**src/rtl/mac_sequencer.sv**
```systemverilog
// mac_sequencer: control FSM for the 8x8 multiply / 20-bit accumulate
// datapath, stepping a dot product of programmable length.
module mac_sequencer #(
  parameter int COUNT_W = 8,
  parameter int SETTLE  = 1
) (
  input  logic               clock,
  input  logic               reset,
  input  logic               start,
  input  logic [COUNT_W-1:0] len,
  input  logic               op_valid,
  output logic               op_ready,
  input  logic [7:0]         op_a,
  input  logic [7:0]         op_b,
  output logic [7:0]         dp_a,
  output logic [7:0]         dp_b,
  output logic               dp_add,
  output logic               dp_clear,
  input  logic [19:0]        dp_result,
  input  logic               dp_carry,
  output logic               busy,
  output logic [COUNT_W-1:0] count,
  output logic               res_valid,
  input  logic               res_ready,
  output logic [19:0]        result,
  output logic               overflow
);

  localparam logic [2:0] IDLE    = 3'd0;
  localparam logic [2:0] CLEAR   = 3'd1;
  localparam logic [2:0] WAIT_OP = 3'd2;
  localparam logic [2:0] MULT    = 3'd3;
  localparam logic [2:0] ACCUM   = 3'd4;
  localparam logic [2:0] CHECK   = 3'd5;
  localparam logic [2:0] DONE    = 3'd6;

  localparam logic [3:0] SETTLE_LAST = 4'(SETTLE - 1);

  logic [2:0]         state;
  logic [COUNT_W-1:0] len_q;
  logic [3:0]         settle;
  logic [COUNT_W-1:0] count_inc;

  assign count_inc = count + 1'b1;

  assign op_ready  = (state == WAIT_OP);
  assign dp_add    = (state == MULT);
  assign dp_clear  = reset | (state == CLEAR);
  assign busy      = (state != IDLE);
  assign res_valid = (state == DONE);

  always_ff @(posedge clock) begin
    if (reset) begin
      state    <= IDLE;
      len_q    <= '0;
      settle   <= '0;
      count    <= '0;
      overflow <= 1'b0;
      result   <= '0;
      dp_a     <= '0;
      dp_b     <= '0;
    end else begin
      case (state)
        IDLE: begin
          if (start) begin
            len_q    <= len;
            count    <= '0;
            overflow <= 1'b0;
            state    <= CLEAR;
          end
        end
        CLEAR: begin
          if (len_q == '0) begin
            result <= '0;
            state  <= DONE;
          end else begin
            state <= WAIT_OP;
          end
        end
        WAIT_OP: begin
          if (op_valid) begin
            dp_a   <= op_a;
            dp_b   <= op_b;
            settle <= '0;
            state  <= MULT;
          end
        end
        MULT: begin
          if (settle == SETTLE_LAST) begin
            state <= ACCUM;
          end else begin
            settle <= settle + 1'b1;
          end
        end
        ACCUM: begin
          state <= CHECK;
        end
        CHECK: begin
          // carry is valid only in the cycle right after the accumulate
          overflow <= overflow | dp_carry;
          count    <= count_inc;
          if (count_inc == len_q) begin
            result <= dp_result;
            state  <= DONE;
          end else begin
            state <= WAIT_OP;
          end
        end
        DONE: begin
          if (res_ready) begin
            state <= IDLE;
          end
        end
        default: begin
          state <= IDLE;
        end
      endcase
    end
  end

endmodule
```
**config.mk**
```make
export PLATFORM = sky130hd
export DESIGN_NAME = mac_sequencer
export DESIGN_NICKNAME = d
export VERILOG_FILES = /design/src/rtl/mac_sequencer.sv
export SDC_FILE = /design/constraint.sdc
export NUM_CORES = 1
export LEC_CHECK = 0
export ABC_AREA = 1
export BUFFER_PORTS_ARGS = -buffer_cell sky130_fd_sc_hd__buf_2
export CAP_MARGIN = 10
export CORE_AREA = 2 2 87 72
export DETAILED_ROUTE_END_ITERATION = 6
export DIE_AREA = 0 0 89 74
export PLACE_DENSITY = 0.94
export SLEW_MARGIN = 20
export SYNTH_ARGS = -nofsm -noshare
export SYNTH_HDL_FRONTEND = slang
export SYNTH_SLANG_ARGS = --single-unit
```
**constraint.sdc**
```tcl
create_clock -name clock -period 3.7 [get_ports clock]
set_input_delay 0.74 -clock clock [delete_from_list [all_inputs] [get_ports clock]]
set_output_delay 0.74 -clock clock [all_outputs]
set_load 0.05 [all_outputs]
```
### Word level (Yosys, flattened, before mapping)

Index checks and enable logic that the tools add are counted.

| word-level totals | value |
|---|---|
| register bits after elaboration | 60 |
| output and inout port bits | 50 |
| word-level logic and storage cells | 56 |

| cells by class | value |
|---|---|
| add/subtract/negate cells | 2 |
| eq/ne operators | 14 |
| mux-type cells | 17 |
| bitwise gates (word level) | 2 |
| reductions and logical operators | 13 |

Operators with widths:

| operator | number |
|---|---|
| two-way mux 20 bit | 2 |
| one-hot mux 20 bit (2 select lines) | 1 |
| one-hot mux 3 bit (7 select lines) | 1 |
| two-way mux 3 bit | 6 |
| one-hot mux 8 bit (2 select lines) | 1 |
| equality test 3 bit, second input constant | 3 |
| adder 8 x 1 -> 8 bit, second input constant | 1 |
| equality test 8 bit | 1 |
| zero test 8 bit | 1 |
| two-way mux 4 bit | 2 |
| two-way mux 8 bit | 1 |
| inequality test 2 bit, second input constant | 4 |
| one-hot mux 4 bit (2 select lines) | 1 |
| equality test 3 x 2 -> 1 bit, second input constant | 2 |
| inequality test 2 x 1 -> 1 bit, second input constant | 3 |
| AND reduction 2 bit | 3 |
| AND reduction 3 bit | 2 |
| nonzero test 2 bit | 3 |
| adder 4 x 1 -> 4 bit, second input constant | 1 |
| zero test 4 bit | 1 |
| AND reduction 4 bit | 1 |
| equality test 3 x 1 -> 1 bit, second input constant | 1 |
| zero test 3 bit | 1 |
| nonzero test 3 bit | 1 |
| other kinds (3) | 4 |

### Longest topological paths before layout

| depth | value |
|---|---|
| depth in word-level cells | 4 |
| mapped depth | 14 |
| mapped depth without buffers | 13 |

### Worst setup path after synthesis

Ideal clock, no wire load.

| path | value |
|---|---|
| path type | register to register |
| start | register state[0] |
| end | register settle[1] |
| setup time | 0.134 ns |
| arrival | 2.383 ns |
| setup slack | 1.183 ns |
| stages on the path, launching flop included | 9 |
| path buffers | 1 |
| path through | dfxtp_1 -> buf_4 -> inv_1 -> nor3_1 -> nand2_1 -> nand2_1 -> inv_1 -> a21oi_1 -> a211oi_1 |

| on the way | value |
|---|---|
| word-level cells in the longest chain between the ends | 3 |
| elaborated cells between the ends (all ways) | 7 |

Ends and longest elaborated chain:

| item | RTL line | text |
|---|---|---|
| start: declaration | 39 | `logic [2:0] state;` |
| start signal: assignment | 54 | `state <= IDLE;` |
| start signal: assignment | 69 | `state <= CLEAR;` |
| start signal: assignment | 75 | `state <= DONE;` |
| equality test 3 x 2 -> 1 bit (*) | -- |  |
| net dp_add | 17 | `output logic dp_add,` |
| inequality test 2 bit (no line) / nonzero test 2 bit (equally long branches) | -- |  |
| AND reduction 3 bit (no line) | -- |  |
| end signal: assignment | 92 | `settle <= settle + 1'b1;` |
| end: declaration | 41 | `logic [3:0] settle;` |

The timed path passes the listed nets; every way through them passes the cells marked *.
A chain may end at the register's enable or synchronous reset.

### Final worst setup path

| path | value |
|---|---|
| start | register state[0] |
| end | output dp_add |

| on the way | value |
|---|---|
| word-level cells in the longest chain between the ends | 1 |

Ends and longest elaborated chain:

| item | RTL line | text |
|---|---|---|
| equality test 3 x 2 -> 1 bit | 47 | `assign dp_add = (state == MULT);` |
| end: declaration | 17 |  |

No other way between the ends.

==> results.cfg <==
[global_route]
use_met3_pct = 7.325
grt_max_degree = 31
grtUsageMet1_pct = 30.01
busiest_layer = met2
grt-ovfl-total = 0
gr-usage-met2_pct = 41.29
antenna_found_initial = 0
grt_pass1_wl_um = 12770
grt_pass1_vias = 3005
grt_util_all_layers_pct = 24.76

[pwr]
p_switching_uw = 658.5
total_power_uw = 1897
internal_power_uw = 1239
power_density_nw_per_um2 = 499.1
switching_share_pct = 34.71
power.leakage_uw = 0.001875
p_seq_share_pct = 39.0
clkPwrFrac_pct = 34.8
vdd_ir_drop_max_mv = 0.3596
combPwrFrac_pct = 26.2

[logic_synthesis]
synth.ff_latch_count = 60
synth_top_family_by_area = simple AND/OR/NAND/NOR gates
synth-simple-area-share_pct = 39.81
ys_seq_area_share_pct = 39.12
ys_warn_count = 0
synth_area_per_cell_um2 = 6.931
synth_mux_area_share_pct = 0
yosysUniqueCellTypes = 32
synthAdderAreaFrac_pct = 1.222
synth_top_cell_area_share_pct = 39.12
synth_nets = 496
synth_area_leader_cell = dfxtp_1
synthCells = 443
synth_area_leaders = dfxtp_1 (39%), nand2_1 (13%), a21oi_1 (6.8%)
synth_compound_area_share_pct = 10.47
netlist_area_um2 = 3070
synth_xor_area_share_pct = 0

[cells_and_area]
seqCellArea_um2 = 1201
num_antenna_cells = 0
areaGrowthSynthToFinish_pct = 23.80
multi_input_area_um2 = 1582
fill_cells = 483
drive_gt1_share_pct = 27.31
num-nets-final = 590

[worst_hold_path]
hold_depth = 2
worst_hold_path.endpoint = dp_b[3]
worstHoldPathType = reg2reg
worstHoldStart = dp_b[3]

[clock_tree]
cts-htree-levels = 3
cts_buffers = 9
cts.clk_slew.worst_paths_ns = 0.07
clk_latency_ns = 0.35
cts.sinks = 60
cts_setup_buffers = 0
cts_root_buffer = clkbuf_8
cts_tree = done
clock_path_buffers = 2
cts_hold_buf = 0
cts_resized = 0

[worst_setup_path]
path_max_fanout = 6
r2r-start = state[2]
max_stage_delay_ns = 0.52
startpoint = state[0]
required_ns = 2.96
reg2reg_to = result[1]
slowest_stage = dfxtp_1
reg2reg_depth = 11
crit_chain = inv_1 -> nor3_1 -> buf_2
worst_setup_path_end_kind = primary output
worstSetupPathType = reg2out
r2r_slack_ns = 1.35
arrival_ns = 1.80
critPathLaunchType = flop
crit_family = flip-flops
crit_cells = 3
crit_buf_inv = 2

[drt]
dr_total_vias = 3228
viasPerCell = 5.181
drt-pass1-iter-count = 4
wire_per_inst_um = 12.52
drc = 0
drt_iter0_drc = 245
drt_wl_total_um = 7798
final_antenna_net_count = 0

[floorplanning]
die_x_um = 89
core_um2 = 5756
die_h_um = 74
start_util_pct = 53.35
die-area_um2 = 6586
row_count = 25
ios = 100

[sta]
finalSetupViolations = 0
max_freq_ghz = 0.3936
hold_viol_final = 0
fin_setup_tns_ns = 0
slew_headroom_pct = 52.30
rsz0062_at_grt = no
final_max_slew_viol_count = 0
post-route-period-util_pct = 68.67
worst_pin_slew_ns = 0.7135
skew_ns = 0.01080
finalCriticalPeriod_ns = 2.541

[placed_design]
gp_congestion = 0.8574
numPortBuffers = 99
hpwl_um = 5513

[run_status]
status = finished, final reports clean

[flow_run]
drv_cap = 0
Yosys cell counts:
cell and number:
nand3_1 41, buf_4 2, inv_6 1, ha_1 3, nor2_4 3, o2111a_1 1
nand2_2 5, nand2_1 104, nand2_8 1, buf_1 1, nor3_4 1, nand3_2 2
o21bai_2 1, inv_1 46, dfxtp_1 60, nand3b_1 16, nor2_1 56, nand3_4 2
buf_6 1, clkbuf_1 13, a21oi_1 42, nor2_2 13, and3b_1 1, nor3_1 5
nand4_2 1, inv_2 2, a211oi_1 1, o21ai_0 13, a21oi_2 1, o21bai_1 1
buf_12 1, nand4_1 2
flip-flops by register name, summed over array words and instances (netlist names):
| register | cells |
|---|---|
| result | 20 |
| dp_a | 8 |
| state | 3 |
| overflow | 1 |
| dp_b | 8 |
| settle | 4 |
| count | 8 |
| len_q | 8 |
how the worst max path moves through the flow:
stage / end
2_1_floorplan: settle[1]
3_3_place_gp: dp_clear
3_5_place_dp: dp_clear
4_1_cts: dp_add
5_1_grt: dp_add
6_report: dp_add
cell usage in the layout, fill, tap and decap left out, types with 2 or more instances in the layout:
master	instances
nand3_4	2
nor3_1	5
dfxtp_1	60
clkbuf_1	2
nand2_1	104
inv_1	46
nor2_1	56
ha_1	3
buf_4	2
nand3_2	2
nand4_1	2
clkbuf_8	10
nand2_2	5
nand3_1	41
nor2_2	13
nor2_4	3
bufinv_16	2
buf_2	99
o21ai_0	13
a21oi_1	42
nand3b_1	16
inv_2	2
metal layers:
| metal | vias up | routed length, um |
|---|---|---|
| met5 | - | 0 |
| met4 | 0 | 139 |
| met3 | 14 | 560 |
| met2 | 120 | 3682 |
| met1 | 1493 | 3416 |
| li1 | 1601 | - |
final cells by class:
type | count | area share [%]
tap | 81 | 2.666
multi-input combinational | 316 | 41.61
clock buffer | 12 | 3.818
inverter | 49 | 4.970
clock inverter | 4 | 1.909
sequential | 60 | 31.60
timing repair buffer | 101 | 13.43
cells by family after synthesis:
group / after synthesis
AOI/OAI and AO/OA: 60
adders and majority gates: 3
buffers and inverters: 67
DFF: 60
and+or+nand+nor: 253
power groups by stage:
stage	logic (uW)	clock network, uW	registers [uW]
2_1_floorplan	275	0	854
3_3_place_gp	480	0	750
3_5_place_dp	493	0	752
4_1_cts	497	663	739
5_1_grt	543	692	745
6_report	498	660	740
metrics by stage:
step / setup slack [ns] / util (%) / std cells / hold slack [ns] / cell area, um^2
2_1_floorplan: 1.183 / - / 443 / 0.4564 / 3070
5_1_grt: 1.087 / 66.04 / 623 / 0.4827 / 3801
6_report: 1.159 / 66.04 / 623 / 0.4631 / 3801
3_3_place_gp: 1.277 / 62.26 / 607 / 0.4463 / 3583
4_1_cts: 1.198 / 66.04 / 623 / 0.4643 / 3801
3_5_place_dp: 1.279 / 62.26 / 607 / 0.4540 / 3583
worst reg2reg max path: cells and delay by family (launching register included):
family / cells / cell delay [ns]
flops: 1 / 0.55
buf+inv: 3 / 0.47
simple gates: 8 / 1.22
Power figures use the tool's default switching activity.
